**src/rtl/pipe_stage_skid.sv**
```systemverilog
// Inter-stage pipeline register with valid/ready handshake, flush and an optional 2-entry skid.
// With the skid enabled, in_ready comes only from registered state and never from out_ready.
module pipe_stage_skid #(
   parameter int CTRL_W  = 3,
   parameter int DATA_W  = 69,
   parameter bit SKID_EN = 1'b1
) (
   input  logic              clk,
   input  logic              rstn,
   input  logic              flush,
   input  logic              in_valid,
   output logic              in_ready,
   input  logic [CTRL_W-1:0] in_ctrl,
   input  logic [DATA_W-1:0] in_data,
   output logic              out_valid,
   input  logic              out_ready,
   output logic [CTRL_W-1:0] out_ctrl,
   output logic [DATA_W-1:0] out_data,
   output logic [1:0]        occupancy
);

   typedef enum logic [1:0] {
      EMPTY = 2'd0,
      ONE   = 2'd1,
      TWO   = 2'd2
   } state_e;

   state_e            state_q, state_d;
   logic [CTRL_W-1:0] main_ctrl_q, main_ctrl_d;
   logic [DATA_W-1:0] main_data_q, main_data_d;
   logic [CTRL_W-1:0] skid_ctrl_q, skid_ctrl_d;
   logic [DATA_W-1:0] skid_data_q, skid_data_d;
   logic              push, pop;

   assign out_valid = (state_q != EMPTY);

   if (SKID_EN) begin : g_skid
      assign in_ready = (state_q != TWO);
   end else begin : g_noskid
      assign in_ready = ~out_valid | out_ready;
   end

   assign push     = in_valid & in_ready;
   assign pop      = out_valid & out_ready;
   assign out_ctrl = out_valid ? main_ctrl_q : '0;
   assign out_data = main_data_q;

   always_comb begin
      occupancy = 2'd0;
      case (state_q)
         ONE:     occupancy = 2'd1;
         TWO:     occupancy = 2'd2;
         default: occupancy = 2'd0;
      endcase
   end

   always_comb begin
      state_d     = state_q;
      main_ctrl_d = main_ctrl_q;
      main_data_d = main_data_q;
      skid_ctrl_d = skid_ctrl_q;
      skid_data_d = skid_data_q;
      case (state_q)
         EMPTY: begin
            if (push) begin
               state_d     = ONE;
               main_ctrl_d = in_ctrl;
               main_data_d = in_data;
            end
         end
         ONE: begin
            if (push && pop) begin
               main_ctrl_d = in_ctrl;
               main_data_d = in_data;
            end else if (push) begin
               // Only reachable with the skid enabled: without it a push in ONE implies a pop.
               state_d     = TWO;
               skid_ctrl_d = in_ctrl;
               skid_data_d = in_data;
            end else if (pop) begin
               state_d = EMPTY;
            end
         end
         TWO: begin
            if (pop) begin
               state_d     = ONE;
               main_ctrl_d = skid_ctrl_q;
               main_data_d = skid_data_q;
            end
         end
         default: state_d = EMPTY;
      endcase
      // Flush wins over everything; registers keep their contents so out_data holds.
      if (flush) begin
         state_d     = EMPTY;
         main_ctrl_d = main_ctrl_q;
         main_data_d = main_data_q;
         skid_ctrl_d = skid_ctrl_q;
         skid_data_d = skid_data_q;
      end
   end

   always_ff @(posedge clk or negedge rstn) begin
      if (!rstn) begin
         state_q     <= EMPTY;
         main_ctrl_q <= '0;
         main_data_q <= '0;
         skid_ctrl_q <= '0;
         skid_data_q <= '0;
      end else begin
         state_q     <= state_d;
         main_ctrl_q <= main_ctrl_d;
         main_data_q <= main_data_d;
         skid_ctrl_q <= skid_ctrl_d;
         skid_data_q <= skid_data_d;
      end
   end

endmodule

```
**config.mk**
```make
export PLATFORM = sky130hd
export DESIGN_NAME = pipe_stage_skid
export DESIGN_NICKNAME = d
export VERILOG_FILES = /design/src/rtl/pipe_stage_skid.sv
export SDC_FILE = /design/constraint.sdc
export NUM_CORES = 1
export LEC_CHECK = 0
export CAP_MARGIN = 20
export CORE_MARGIN = 2
export CORE_UTILIZATION = 50
export DETAILED_ROUTE_END_ITERATION = 8
export PLACE_DENSITY_LB_ADDON = 0.25
export SLEW_MARGIN = 40
export SYNTH_ARGS = -nofsm -noshare
export SYNTH_HDL_FRONTEND = slang
export SYNTH_SLANG_ARGS = --single-unit
```
**constraint.sdc**
```tcl
create_clock -name clk -period 2.9 [get_ports clk]
set_clock_uncertainty 0.2 [all_clocks]
set_input_delay 0.29 -clock clk [delete_from_list [all_inputs] [get_ports clk]]
set_output_delay 0.29 -clock clk [all_outputs]
set_load 0.01 [all_outputs]
```
# Word-level counts from Yosys, hierarchy flattened
# Cells that the tools add are included.
[word_totals]
reg_bits = 146
input_bits = 77
output_inout_bits = 76
elab_cells = 43
[classes]
n_eq_ne = 10
mux = 17
bitwise_logic = 4
reduce_logical = 7
[ops]
columns = ["cell", "count"]
rows = [
  ["69-bit 2-to-1 mux", 3],
  ["69-bit case mux with 3 select lines", 1],
  ["2-bit 2-to-1 mux", 6],
  ["3-bit 2-to-1 mux", 4],
  ["3-bit inequality test (second input constant)", 3],
  ["3-bit case mux with 3 select lines", 1],
  ["2-bit inequality test (second input constant)", 4],
  ["4-bit AND reduction", 2],
  ["2-bit case mux with 3 select lines", 1],
  ["5-bit AND reduction", 1],
  ["4-bit inequality test (second input constant)", 1],
  ["2-bit case mux with 2 select lines", 1],
  ["3-bit nonzero test", 1],
  ["1-bit AND", 2],
  ["2-bit by 1-bit == test with 1-bit output (second input constant)", 1],
  ["2-bit == test (second input constant)", 1],
  ["2-bit zero test", 1],
  ["1-bit inverter", 2],
  ["2-bit nonzero test", 1],
  ["1-bit logical AND", 1],
]

# Depth between registers and ports, before layout
# Gate-level depths: netlist of run 1.
[logic_depth]
word_depth = 7
ltp_mapped = 6

# Least setup slack after synthesis of run 1
# OpenSTA, ideal clock, no wires.
[synth_timing]
kind = "register -> register"
startpoint = "register state_q[1]"
endpoint = "register main_ctrl_q[0]"
arrival_ps = 1608
path_slack_ps = 967
path_stages_with_launch = 6
period_less_slack_ps = 1933
path_cell_list = "dfrtp_1 > and2b_2 > nand2b_1 > a21oi_4 > buf_6 > mux2_2"
[synth_via]
elab_chain_cells = 5
elab_cells_between_ends = 14
classes_between = "eq/ne: 6; mux: 1; bitwise: 2; reduce/logical: 5"
[synth_lines]
columns = ["element", "line", "source"]
rows = [
  ["from (decl)", "28", "state_e state_q, state_d;"],
  ["from (signal assigned)", "111", "state_q <= state_d;"],
  ["2-bit inequality test / 2-bit nonzero test (equally long branches)", "38, 35", ""],
  ["1-bit AND, on equally long branches", "43, 44", ""],
  ["1-bit logical AND", "72", "if (push && pop) begin"],
  ["2-bit inequality test (no line)", "n/a", ""],
  ["5-bit AND reduction (no line)", "n/a", ""],
  ["to (signal assigned)", "112", "main_ctrl_q <= main_ctrl_d;"],
  ["to (decl)", "29", "logic [CTRL_W-1:0] main_ctrl_q, main_ctrl_d;"],
]
# Several ways; a longest one is shown, not always the timed one.
# A chain may end at the register's enable or synchronous reset.

# Final worst setup path of run 1
[layout_timing]
startpoint = "register state_q[0]"
endpoint = "output port occupancy[1]"
[layout_via]
elab_chain_cells = 2
elab_cells_between_ends = 3
classes_between = "eq/ne: 2; mux: 1"
[layout_lines]
columns = ["element", "line", "source"]
rows = [
  ["2-bit == test / 2-bit by 1-bit == test with 1-bit output (equally long branches)", "50", "case (state_q)"],
  ["2-bit case mux with 2 select lines *", "50", ""],
  ["to (decl)", "19", "output logic [1:0] occupancy"],
]
# Every way passes the cells marked *; elsewhere a longest branch is shown, timed or not.

==> results.py, run 1 <==
metrics = {
    "drt": {
        "viasPerCell": 5.13,
        "drt_wl_total_mm": 13.2,
        "met2_length_mm": 6.55,
        "wl_met3_um": 855,
        "detail-route-antenna-nets": 0,
        "drc_errors": 0,
        "drt_iter0_markers": 182,
        "wl_per_cell_um": 17.6,
        "drt_pass1_iterations": 4,
        "num_vias": 3841,
        "drt-met1-wl_mm": 5.56,
        "dr.max_layer_used": "met4",
    },
    "pwr": {
        "combPwrFrac_pct": 21.8,
        "total_power_w": 0.00637,
        "swShare_pct": 23.5,
        "p_switching_w": 0.00149,
        "p_seq_share_pct": 43.7,
        "p_clk_share_pct": 34.4,
        "p_int_w": 0.00487,
        "ir_drop_mv": 0.419,
        "power_density_nw_per_um2": 724,
        "p_leak_nw": 3.71,
    },
    "timing": {
        "fmax_mhz": 420,
        "relSlewSlack_pct": 58.4,
        "fin_crit_ns": 2.38,
        "hold_violations": 0,
        "post-route-period-util_pct": 82.1,
        "setup_viol": 0,
        "tightest_slew_ns": 0.624,
        "rsz0062_at_grt": "no",
        "setup_tns_ns": 0,
        "drv_slew": 0,
    },
    "global_routing": {
        "grt_pass1_vias": 4362,
        "grt_antenna_before_repair": 0,
        "grt_max_degree": 69,
        "grt_pass1_wl_mm": 22.1,
        "overflow": 0,
        "grt_util_all_layers_pct": 20.2,
    },
    "die": {
        "dieArea_um2": 14000,
        "start_util_pct": 51.5,
        "die_y_um": 118,
        "pin_count": 153,
        "rows": 41,
        "core_region_area_um2": 12700,
        "die_x_um": 118,
    },
    "clocking": {
        "htreeDepth": 4,
        "clockBufferDepth": 2,
        "clockRootBuffer": "clkbuf_16",
        "cts_tree": "yes",
        "numCtsBuffers": 17,
        "clock_latency_ns": 0.41,
        "clk_pin_slew_worst_paths_ns": 0.06,
        "cts_sinks": 146,
    },
    "layout": {
        "final_core_util_pct": 69.4,
        "fillers": 927,
        "mostFrequentLayoutCells": "199 x mux2_2, 151 x clkdlybuf4s50_1, 146 x dfrtp_1",
        "diodes": 0,
        "register_area_um2": 3650,
        "nets": 641,
        "multi_input_area_um2": 2640,
        "drive_gt1_share_pct": 45.4,
        "synthToLayoutAreaGrowth_pct": 34.7,
        "final_common_cell": "mux2_2",
    },
    "critical_path": {
        "start_kind": "flop",
        "crit_type": "reg -> out",
        "crit_path_max_incr_delay_ns": 0.60,
        "cp-end-kind": "output port",
        "cp_max_fo": 12,
        "crit_chain": "nand2b_4 -> inv_2 -> clkdlybuf4s50_1",
        "critPathArrivalTime_ns": 1.89,
        "crit_required_ns": 2.41,
        "critPathSlowestCell": "clkdlybuf4s50_1",
    },
    "synthesis": {
        "synth-seq-cells": 146,
        "synthesis.area_um2": 6530,
        "syn_nets": 481,
        "netlist_instances": 404,
        "yosys_warnings": 0,
        "seq_area_frac_synth_pct": 56.0,
        "avgSynthCellArea_um2": 16.2,
        "yosysUniqueCellTypes": 21,
    },
    "min_path": {
        "hold_path.class": "in -> async",
    },
    "placed_design": {
        "io_buffers": 152,
        "dpl.hpwl_mm": 8.75,
        "globalplace.congestion": 0.715,
    },
    "job": {
        "max_cap_violations": 0,
    },
    "status": {
        "status": "finished, final reports clean",
    },
}
## per-stage QoR
| step | instance area (um2) | hold slack, ns | instances | worst slack [ns] |
|---|---|---|---|---|
| 6_report | 8790 | 0.239 | 749 | 0.520 |
| 5_1_grt | 8790 | 0.295 | 749 | 0.421 |
| 3_3_place_gp | 8170 | 0.128 | 716 | 0.573 |
| 2_1_floorplan | 6530 | -0.206 | 404 | 0.967 |
| 3_5_place_dp | 8170 | 0.133 | 716 | 0.525 |
| 4_1_cts | 8790 | 0.257 | 749 | 0.487 |
## Yosys cell counts
cell	n	share of area (%)
mux2_2	199	34
inv_1	1	0.057
nor2b_1	4	0.38
mux2i_1	1	0.15
o21a_1	1	0.12
buf_12	1	0.31
a21oi_4	1	0.25
nand3_2	1	0.15
nand2b_1	1	0.096
nor3_1	1	0.077
nor2_1	4	0.23
and2b_2	1	0.13
nand2b_4	1	0.21
mux2_4	17	3.9
o21ai_2	1	0.13
dfrtp_1	146	56
buf_6	7	1.2
buf_8	7	1.6
inv_2	1	0.057
a21oi_1	1	0.077
buf_2	7	0.54
## repair_timing
action | 4_1_cts | 5_1_grt
hold endpoints to repair | 66 | 0
hold buffers | 1 | 0
buffers inserted | 0 | 0
resized for setup | 0 | 0
endpoints found under the setup margin | 0 | 0
## routing by layer
metal / GRT usage, % / vias up
met5: 0 / -
met4: 7.53 / 0
met3: 7.34 / 21
met2: 33.9 / 102
met1: 23.7 / 1954
li1: - / 1764
## worst max-delay path: cells and delay by family (launching register included)
kind / cells / cell delay, ns
flops: 1 / 0.45
buf+inv: 2 / 0.83
simple gates: 1 / 0.19
## layout make-up
type	count	area share, %
sequential	146	41.6
tap	172	2.45
inverter	2	0.0854
clock buffer	30	6.53
clock inverter	2	0.399
multi-input combinational	234	30.0
timing repair buffer	163	19.0
## power groups by stage
stage / clock, W / sequential [W] / combinational, W
2_1_floorplan: 0 / 0.00285 / 0.000638
5_1_grt: 0.00234 / 0.00285 / 0.00149
3_3_place_gp: 0 / 0.00278 / 0.00136
4_1_cts: 0.00224 / 0.00279 / 0.00141
3_5_place_dp: 0 / 0.00281 / 0.00140
6_report: 0.00219 / 0.00278 / 0.00139
## sequential cells by signal (all words and copies together) (netlist names)
register     count
skid_data_q     69
out_data        69
main_ctrl_q      3
skid_ctrl_q      3
state_q          2
## cells by family after synthesis
| family | Yosys count | synth area share [%] |
|---|---|---|
| AOI/OAI and AO/OA | 4 | 0.575 |
| buffers and inverters | 24 | 3.78 |
| DFF | 146 | 56.0 |
| muxes | 217 | 38.4 |
| and+or+nand+nor | 13 | 1.28 |
## path summary, 6_finish.rpt
| kind | cells after the start | start | endpoint | slack [ns] |
|---|---|---|---|---|
| min reg2reg | 1 | skid_data_q[4]$_DFFE_PN0P_ | skid_data_q[4]$_DFFE_PN0P_ | 0.30 |
| max reg2reg | 5 | state_q[0]$_DFFE_PN0P_ | out_data[19]$_DFFE_PN0P_ | 0.67 |
| min in group clk | 1 | skid_data_q[4]$_DFFE_PN0P_ | skid_data_q[4]$_DFFE_PN0P_ | 0.30 |
| max | 3 | state_q[0]$_DFFE_PN0P_ | occupancy[1] | 0.52 |
| min | 2 | rstn | skid_data_q[41]$_DFFE_PN0P_ | 0.24 |
| max in group asynchronous | 3 | rstn | skid_data_q[60]$_DFFE_PN0P_ | 1.46 |
(Power assumes the default switching activity.)
==> inputs of run 2 (changes only) <==
--- a/config.mk
+++ b/config.mk
@@ -7,7 +7,7 @@
 export LEC_CHECK = 0
 export CAP_MARGIN = 20
 export CORE_MARGIN = 2
-export CORE_UTILIZATION = 50
+export CORE_UTILIZATION = 45
 export DETAILED_ROUTE_END_ITERATION = 8
 export PLACE_DENSITY_LB_ADDON = 0.25
 export SLEW_MARGIN = 40
==> constraint.sdc (replaced) <==
create_clock -name clk -period 1.9 [get_ports clk]
set_clock_uncertainty 0.2 [all_clocks]
set_input_delay 0.19 -clock clk [delete_from_list [all_inputs] [get_ports clk]]
set_output_delay 0.19 -clock clk [all_outputs]
set_load 0.01 [all_outputs]
==> run 2 against run 1 <==
Compared with the run above: the run now ends with setup timing left; non-clock buffer count rose by 36; flip-flop and latch count did not move; register-to-register slack got worse by 0.73 ns; count of clock-buffer cells in the layout fell by 4; clock power rose by 49%; power rose by 57%; cell count rose by 6.4%; hold slack got worse by 0.15 ns; highest routed layer unchanged.
==> results.py, run 2 (synthesis results as in run 1) <==
metrics = {
    "status": {
        "status": "finished, violations left",
        "violations": "setup timing",
    },
    "critical_path": {
        "r2r_end": "out_data[4]$_DFFE_PN0P_",
        "cp-end-kind": "flop",
        "start_kind": "flop",
        "setup.worst_path.end": "out_data[4]$_DFFE_PN0P_",
        "critPathArrivalTime_ns": 2.06,
        "r2r_cells": 6,
        "crit_required_ns": 1.99,
        "critPathLaunch": "state_q[1]$_DFFE_PN0P_",
        "cp_max_fo": 6,
        "r2r-start": "state_q[1]$_DFFE_PN0P_",
        "reg2reg_slack_ns": -0.06,
        "crit_type": "reg -> reg",
    },
    "layout": {
        "mostFrequentLayoutCells": "150 x mux2_2, 145 x dfrtp_1, 144 x clkdlybuf4s50_1",
        "synthToLayoutAreaGrowth_pct": 46.2,
        "fillers": 1036,
        "drive_gt1_share_pct": 49.5,
        "final_core_util_pct": 66.4,
        "final_common_cell": "mux2_2",
        "nets": 677,
    },
    "clocking": {
        "clockBufferDepth": 2,
        "numCtsBuffers": 17,
        "htreeDepth": 4,
        "clock_latency_ns": 0.41,
        "cts_tree": "yes",
        "clockRootBuffer": "clkbuf_16",
        "cts_sinks": 146,
        "clk_pin_slew_worst_paths_ns": 0.06,
    },
    "pwr": {
        "ir_drop_mv": 0.620,
        "p_seq_share_pct": 42.9,
        "p_leak_nw": 4.20,
        "swShare_pct": 24.0,
        "power_density_nw_per_um2": 1040,
        "p_int_w": 0.00758,
        "combPwrFrac_pct": 24.3,
        "p_switching_w": 0.00239,
        "p_clk_share_pct": 32.7,
    },
    "timing": {
        "post-route-period-util_pct": 103,
        "setup_slack_ns": -0.0627,
        "fin_crit_ns": 1.96,
        "rsz0062_at_grt": "yes",
        "hold_violations": 0,
        "fmax_mhz": 510,
        "worst_hold_slack_ns": 0.0880,
        "setup_viol": 69,
        "relSlewSlack_pct": 66.9,
        "drv_slew": 0,
        "setup_tns_ns": -2.41,
        "tightest_slew_ns": 0.496,
    },
    "die": {
        "core_region_area_um2": 14400,
        "die_y_um": 124,
        "start_util_pct": 45.4,
        "pin_count": 153,
        "rows": 44,
        "dieArea_um2": 15500,
        "die_x_um": 124,
    },
    "global_routing": {
        "grt_pass1_wl_mm": 23.6,
        "grt_util_all_layers_pct": 19.2,
        "grt_max_degree": 50,
        "overflow": 0,
        "grt_pass1_vias": 4535,
        "grt_antenna_before_repair": 1,
    },
    "placed_design": {
        "io_buffers": 152,
        "dpl.hpwl_mm": 9.72,
        "globalplace.congestion": 0.748,
    },
    "job": {
        "max_cap_violations": 0,
    },
    "drt": {
        "viasPerCell": 5.06,
        "drt_wl_total_mm": 15.5,
        "drc_errors": 0,
        "num_vias": 4031,
        "detail-route-antenna-nets": 0,
        "drt_iter0_markers": 142,
        "wl_per_cell_um": 19.4,
        "drt_pass1_iterations": 4,
    },
    "min_path": {
        "hold_path.class": "in -> async",
    },
}
==> run 2: changes by cell type in the layout (fill, tap and decap cells not counted), moves of 3 or more <==
cell / previous run / this run
buf_12: 5 / 12
buf_2: 0 / 3
buf_4: 5 / 15
buf_6: 1 / 9
clkbuf_16: 17 / 26
clkbuf_8: 10 / 4
clkdlybuf4s50_1: 151 / 144
mux2_2: 199 / 150
mux2_4: 17 / 66
==> run 2: worst min path at each step <==
stage	endpoint	slack (ns)	cells past startpoint
finish	skid_data_q[49]$_DFFE_PN0P_	0.09	2
CTS	skid_data_q[49]$_DFFE_PN0P_	0.08	2
global route	skid_data_q[49]$_DFFE_PN0P_	0.11	2
floorplan	main_ctrl_q[0]$_DFFE_PN0P_	-0.31	0
detailed placement	skid_data_q[49]$_DFFE_PN0P_	-0.04	1
global placement	skid_data_q[49]$_DFFE_PN0P_	-0.05	1
==> run 2: layout make-up <==
cell class | count | area, um2 | share of cell area, %
Tap cell | 184 | 230 | 2.41
Clock inverter | 5 | 75.1 | 0.787
Clock buffer | 26 | 499 | 5.23
Timing Repair Buffer | 199 | 2220 | 23.3
Multi-Input combinational cell | 234 | 2840 | 29.8
Antenna cell | 1 | 2.50 | 0.0262
Inverter | 2 | 12.5 | 0.131
Sequential cell | 146 | 3650 | 38.3
==> run 2: power by group through the flow <==
stage	clock [W]	sequential, W	combinational (W)
after floorplan	0	0.00434	0.000979
after global placement	0	0.00425	0.00214
after detailed placement	0	0.00430	0.00221
after CTS	0.00334	0.00426	0.00228
after global routing	0.00349	0.00437	0.00259
final	0.00326	0.00428	0.00243
==> run 2: metal layers <==
metal	GRT usage, %	vias to the layer above	routed length [um]
li1	-	1847	-
met1	23.9	2072	6890
met2	31.6	91	7670
met3	5.71	21	647
met4	7.60	0	247
met5	0	-	0
==> run 2: timing repair <==
item,CTS,global route
setup buffers,1,4
pin swaps,0,1
gates cloned,1,12
hold endpoints to repair,146,0
hold buffers,1,0
resized for setup,37,52
setup endpoints to repair,77,149
==> run 2: through the flow <==
stage / worst slack, ns / std cells / instance area, um2 / total power (W)
floorplan: -0.0108 / 404 / 6540 / 0.00532
global placement: -0.181 / 747 / 8390 / 0.00639
detailed placement: -0.230 / 747 / 8390 / 0.00651
CTS: -0.0601 / 781 / 9080 / 0.00988
global route: -0.117 / 797 / 9540 / 0.0104
finish: -0.0627 / 797 / 9540 / 0.00997
==> run 2: critical path, stage by stage, from the launching register on <==
cell and delay [ns]:
dfrtp_2 0.43, and2b_2 0.29, o21ai_4 0.08, a21oi_4 0.20, buf_12 0.18, clkbuf_16 0.16
mux2_4 0.30
==> inputs of run 3 (changes only) <==
--- a/config.mk
+++ b/config.mk
@@ -8,7 +8,9 @@
 export CAP_MARGIN = 20
 export CORE_MARGIN = 2
 export CORE_UTILIZATION = 45
+export CTS_CLUSTER_DIAMETER = 80
 export DETAILED_ROUTE_END_ITERATION = 8
+export GPL_TIMING_DRIVEN = 1
 export PLACE_DENSITY_LB_ADDON = 0.25
 export SLEW_MARGIN = 40
 export SYNTH_ARGS = -nofsm -noshare
==> results of run 3 <==
No change in the layout: final DEF, timing and power equal those of run 2.
